### config.mk
export PLATFORM = sky130hd
export DESIGN_NAME = operand_entry_flat
export DESIGN_NICKNAME = d
export VERILOG_FILES = /design/src/rtl/operand_entry_if.sv /design/src/rtl/operand_entry.sv /design/src/flat_wrapper.sv
export SDC_FILE = /design/constraint.sdc
export NUM_CORES = 1
export LEC_CHECK = 0
export ABC_AREA = 1
export BUFFER_PORTS_ARGS = -buffer_cell sky130_fd_sc_hd__buf_2
export CAP_MARGIN = 30
export CORE_ASPECT_RATIO = 0.6
export CORE_MARGIN = 3
export CORE_UTILIZATION = 47
export CTS_CLUSTER_SIZE = 25
export DETAILED_ROUTE_END_ITERATION = 8
export PLACE_DENSITY = 0.72
export SYNTH_ARGS = -nofsm -noshare
export SYNTH_HDL_FRONTEND = slang
export SYNTH_SLANG_ARGS = --single-unit
### constraint.sdc
create_clock -name clk_i -period 1.6 [get_ports clk_i]
set_input_delay 0.24 -clock clk_i [delete_from_list [all_inputs] [get_ports clk_i]]
set_output_delay 0.24 -clock clk_i [all_outputs]
set_load 0.02 [all_outputs]
### src/rtl/operand_entry_if.sv
// Operand entry bus: raw switch/key inputs toward the capture stage and the
// registered operands, load pulses and status flowing back out.
interface operand_entry_if;
  logic [15:0] data_i;
  logic        key_a_n;
  logic        key_b_n;
  logic        key_c_n;
  logic [15:0] A_o;
  logic [15:0] B_o;
  logic [3:0]  C_o;
  logic [2:0]  load_o;
  logic        update_o;
  logic        valid_o;

  modport master (
    output data_i, key_a_n, key_b_n, key_c_n,
    input  A_o, B_o, C_o, load_o, update_o, valid_o
  );

  modport slave (
    input  data_i, key_a_n, key_b_n, key_c_n,
    output A_o, B_o, C_o, load_o, update_o, valid_o
  );
endinterface

### src/rtl/operand_entry.sv
// Operand capture stage: syncs switches/keys, debounces the three load keys and
// registers A, B, C on each press. Debounce counters exist only with OPERAND_ENTRY_DEBOUNCE_EN.
module operand_entry #(
  parameter int unsigned DEBOUNCE_CYCLES = 1000000
) (
  input logic            clk_i,
  input logic            rstn,
  operand_entry_if.slave bus
);

  if (DEBOUNCE_CYCLES < 1) begin : g_param_check
    $fatal(1, "DEBOUNCE_CYCLES must be at least 1");
  end

  logic [15:0] data_s1_q, data_s2_q;
  logic [2:0]  key_s1_q, key_s2_q;
  logic [2:0]  stable, stable_q, press;
  logic [15:0] a_q, a_d, b_q, b_d;
  logic [3:0]  c_q, c_d;
  logic [2:0]  load_q, load_d;
  logic [2:0]  seen_q, seen_d;

  // Keys idle high, so their synchronizers reset to 1 to avoid a false press.
  always_ff @(posedge clk_i) begin
    if (!rstn) begin
      data_s1_q <= '0;
      data_s2_q <= '0;
      key_s1_q  <= '1;
      key_s2_q  <= '1;
    end else begin
      data_s1_q <= bus.data_i;
      data_s2_q <= data_s1_q;
      key_s1_q  <= {bus.key_c_n, bus.key_b_n, bus.key_a_n};
      key_s2_q  <= key_s1_q;
    end
  end

`ifdef OPERAND_ENTRY_DEBOUNCE_EN
  localparam int CW = $clog2(DEBOUNCE_CYCLES + 1);
  localparam logic [CW-1:0] CNT_LAST = CW'(DEBOUNCE_CYCLES - 1);

  logic [2:0][CW-1:0] cnt_q, cnt_d;
  logic [2:0]         stable_db_q, stable_db_d;

  // Any sample matching the accepted level restarts the run, so glitches never flip it.
  always_comb begin
    cnt_d       = cnt_q;
    stable_db_d = stable_db_q;
    for (int i = 0; i < 3; i++) begin
      if (key_s2_q[i] == stable_db_q[i]) begin
        cnt_d[i] = '0;
      end else if (cnt_q[i] == CNT_LAST) begin
        stable_db_d[i] = key_s2_q[i];
        cnt_d[i]       = '0;
      end else begin
        cnt_d[i] = cnt_q[i] + CW'(1);
      end
    end
  end

  always_ff @(posedge clk_i) begin
    if (!rstn) begin
      cnt_q       <= '0;
      stable_db_q <= '1;
    end else begin
      cnt_q       <= cnt_d;
      stable_db_q <= stable_db_d;
    end
  end

  assign stable = stable_db_q;
`else
  assign stable = key_s2_q;
`endif

  assign press = stable_q & ~stable;

  always_comb begin
    a_d    = a_q;
    b_d    = b_q;
    c_d    = c_q;
    load_d = press;
    seen_d = seen_q | press;
    if (press[0]) a_d = data_s2_q;
    if (press[1]) b_d = data_s2_q;
    if (press[2]) c_d = data_s2_q[3:0];
  end

  always_ff @(posedge clk_i) begin
    if (!rstn) begin
      stable_q <= '1;
      a_q      <= '0;
      b_q      <= '0;
      c_q      <= '0;
      load_q   <= '0;
      seen_q   <= '0;
    end else begin
      stable_q <= stable;
      a_q      <= a_d;
      b_q      <= b_d;
      c_q      <= c_d;
      load_q   <= load_d;
      seen_q   <= seen_d;
    end
  end

  assign bus.A_o      = a_q;
  assign bus.B_o      = b_q;
  assign bus.C_o      = c_q;
  assign bus.load_o   = load_q;
  assign bus.update_o = |load_q;
  assign bus.valid_o  = &seen_q;

endmodule

### src/flat_wrapper.sv
// flat-port wrapper written by rule: the top's interface ports become plain ports
module operand_entry_flat 
#(
  parameter int unsigned DEBOUNCE_CYCLES = 1000000
)
  (clk_i, rstn, bus_data_i, bus_key_a_n, bus_key_b_n, bus_key_c_n, bus_A_o, bus_B_o, bus_C_o, bus_load_o, bus_update_o, bus_valid_o);
  operand_entry_if bus_i ();
  input logic clk_i;
  input logic rstn;
  input wire logic [$bits(bus_i.data_i)-1:0] bus_data_i;
  input wire logic [$bits(bus_i.key_a_n)-1:0] bus_key_a_n;
  input wire logic [$bits(bus_i.key_b_n)-1:0] bus_key_b_n;
  input wire logic [$bits(bus_i.key_c_n)-1:0] bus_key_c_n;
  output wire logic [$bits(bus_i.A_o)-1:0] bus_A_o;
  output wire logic [$bits(bus_i.B_o)-1:0] bus_B_o;
  output wire logic [$bits(bus_i.C_o)-1:0] bus_C_o;
  output wire logic [$bits(bus_i.load_o)-1:0] bus_load_o;
  output wire logic [$bits(bus_i.update_o)-1:0] bus_update_o;
  output wire logic [$bits(bus_i.valid_o)-1:0] bus_valid_o;
  assign bus_i.data_i = bus_data_i;
  assign bus_i.key_a_n = bus_key_a_n;
  assign bus_i.key_b_n = bus_key_b_n;
  assign bus_i.key_c_n = bus_key_c_n;
  assign bus_A_o = bus_i.A_o;
  assign bus_B_o = bus_i.B_o;
  assign bus_C_o = bus_i.C_o;
  assign bus_load_o = bus_i.load_o;
  assign bus_update_o = bus_i.update_o;
  assign bus_valid_o = bus_i.valid_o;
  operand_entry #(.DEBOUNCE_CYCLES(DEBOUNCE_CYCLES)) u_core (.clk_i(clk_i), .rstn(rstn), .bus(bus_i));
endmodule
==> results.cfg <==
[power_and_ir_drop]
clockPowerShare_pct = 38.6
ir_worst_vdd_mv = 0.511
p_leak_nw = 1.82
p_sw_share_pct = 22.5
internal_power_mw = 3.24
seqPwrFrac_pct = 52.7
power_density_nw_per_um2 = 1240
comb_power_share_pct = 8.7
p_sw_mw = 0.941

[sta]
fmax_mhz = 727
rsz0062_at_grt = no
maxSlewViolCount = 0
finalSetupTns_ns = 0
min_period_over_period_pct = 85.9
slew_headroom_pct = 71.8
max_slew.worst_pin.slew_ns = 0.422
finalCriticalPeriod_ns = 1.37
finClkSkew_ns = 0.00646
final-hold-violation-count = 0
setup_viol = 0

[placed_design]
place_area_um2 = 3150
place_hpwl_um = 4010
io_buffers = 61
gp_congestion = 0.804

[finish]
syn2layout_area_growth_pct = 19.5
drive_gt1_share_pct = 21.4
nFillCells = 556
diodes = 0
nets = 438
final_common_cell = dfxtp_1
register_area_um2 = 1660
final_cell_mix = dfxtp_1, nor2_1, nand2_1
multi_input_area_um2 = 831
fin_area_um2 = 3370

[detailed_routing]
vias_per_cell = 4.40
wl_um = 5700
vias = 2202
drt-initial-drc-count = 156
drc_errors = 0
dr.pass1.iters = 4
ant_nets = 0
detail_route.wl_per_cell_um = 11.4

[critical_path]
cp-end-kind = output pin
crit_arrival_ns = 1.13
cp-start-kind = flop
reg2reg_depth = 4
endpoint = bus_valid_o
worst-setup-path-type = flop to output pin
r2r_start = u_core.stable_q[1]
r2r_slack_ns = 0.58
worstPathRequired_ns = 1.36
crit_fanout = 2
crit_start = u_core.seen_q[1]
timing.rr.end = u_core.bus.B_o[3]

[global_routing]
grt_pass1_wl_um = 9110
antenna_found_initial = 0
grt_pass1_vias = 1905
grt_overflow = 0
grt_max_degree = 56
grt_use_total_pct = 17.1

[synth]
avgSynthCellArea_um2 = 7.85
ys_seq_elements = 83
ys_types = 13
syn-num-nets = 380
synth_seq_area_share_pct = 58.9
syn_area_um2 = 2820
synthCells = 359
yosysWarningCount = 0

[outcome]
outcome = complete, no violations

[floorplanning]
ios = 62
die_h_um = 66.0
die_area_um2 = 6990
rows = 21
die_w_um = 106
start_util_pct = 49.7
core_um2 = 5680

[cts]
tritoncts = built
clk_latency_ns = 0.35
postCtsHoldBufs = 0
ctsResizeCount = 0
cts_made_buffers = 9
htree_levels = 3
root_buffer = clkbuf_8
post_cts_buffers = 0
cts_buffer_depth = 2
clk_pin_slew_ns = 0.07
clock-sinks = 83

[hold_path]
min_from = bus_data_i[2]
hold_class = input port to flop

[job]
cap_violations = 0
-- synthesized netlist by cell type --
cell type / instances / share of area [%]
dfxtp_1: 83 / 59
nor2_1: 77 / 10
nand2_1: 75 / 10
inv_1: 54 / 7.2
nand3_1: 36 / 6.4
buf_2: 12 / 2.1
or2_2: 6 / 1.3
inv_2: 5 / 0.67
a21oi_1: 3 / 0.53
buf_4: 3 / 0.80
buf_6: 2 / 0.80
nor2_4: 2 / 0.80
nor3_1: 1 / 0.18
-- layout make-up --
class                           count  share of cell area [%]
Clock buffer                       12                    4.60
Clock inverter                      2                    1.78
Inverter                           59                    6.57
Multi-Input combinational cell    200                    24.7
Sequential cell                    83                    49.3
Tap cell                           80                    2.97
Timing Repair Buffer               64                    10.1
-- kinds of logic after synthesis --
logic type             share of synthesized area, %
and+or+nand+nor                                28.9
DFF                                            58.9
buffers and inverters                          11.6
AOI/OAI and AO/OA                             0.532
-- worst min-delay path by stage --
stage          cells after the start  slack, ns                   end
2_1_floorplan                      2       0.34   u_core.data_s1_q[0]
3_3_place_gp                       2       0.40  u_core.data_s2_q[12]
3_5_place_dp                       2       0.40  u_core.data_s2_q[11]
4_1_cts                            3       0.05   u_core.data_s1_q[2]
5_1_grt                            3       0.07   u_core.data_s1_q[4]
6_report                           3       0.07   u_core.data_s1_q[2]
-- sequential cells by signal, summed over array words and instances (netlist names) --
name / flops
u_core.key_s2_q: 3
u_core.stable_q: 3
u_core.bus.B_o: 16
u_core.bus.A_o: 16
u_core.bus.load_o: 3
u_core.data_s1_q: 16
u_core.bus.C_o: 4
u_core.seen_q: 3
u_core.key_s1_q: 3
u_core.data_s2_q: 16
-- power groups by stage --
stage / clock network [mW] / logic (mW) / registers, mW
finish: 1.62 / 0.362 / 2.20
floorplan: 0 / 0.197 / 2.30
global route: 1.74 / 0.410 / 2.21
detailed placement: 0 / 0.362 / 2.25
CTS: 1.65 / 0.363 / 2.20
global placement: 0 / 0.356 / 2.25
-- layer usage --
layer | vias to the layer above | GRT usage (%) | routed length, um
met1 | 935 | 23.8 | 2820
met4 | 0 | 5.82 | 74
li1 | 1161 | - | -
met5 | - | 0 | 0
met3 | 8 | 8.10 | 610
met2 | 98 | 23.0 | 2190
-- through the flow --
| stage | total power [mW] | utilization [%] | hold slack (ns) | cells | worst slack, ns |
|---|---|---|---|---|---|
| after global placement | 2.60 | 55.6 | 0.399 | 486 | 0.518 |
| after detailed placement | 2.61 | 55.6 | 0.399 | 486 | 0.478 |
| after floorplan | 2.50 | - | 0.338 | 359 | 0.528 |
| final | 4.18 | 59.4 | 0.0684 | 500 | 0.225 |
| after CTS | 4.21 | 59.4 | 0.0512 | 500 | 0.211 |
| after global routing | 4.36 | 59.4 | 0.0710 | 500 | 0.184 |
-- critical path, stage by stage, from the launching register on --
cell and delay, ns:
dfxtp_1 0.31, inv_1 0.05, nor3_1 0.22, buf_2 0.21
(Power assumes the default switching activity.)
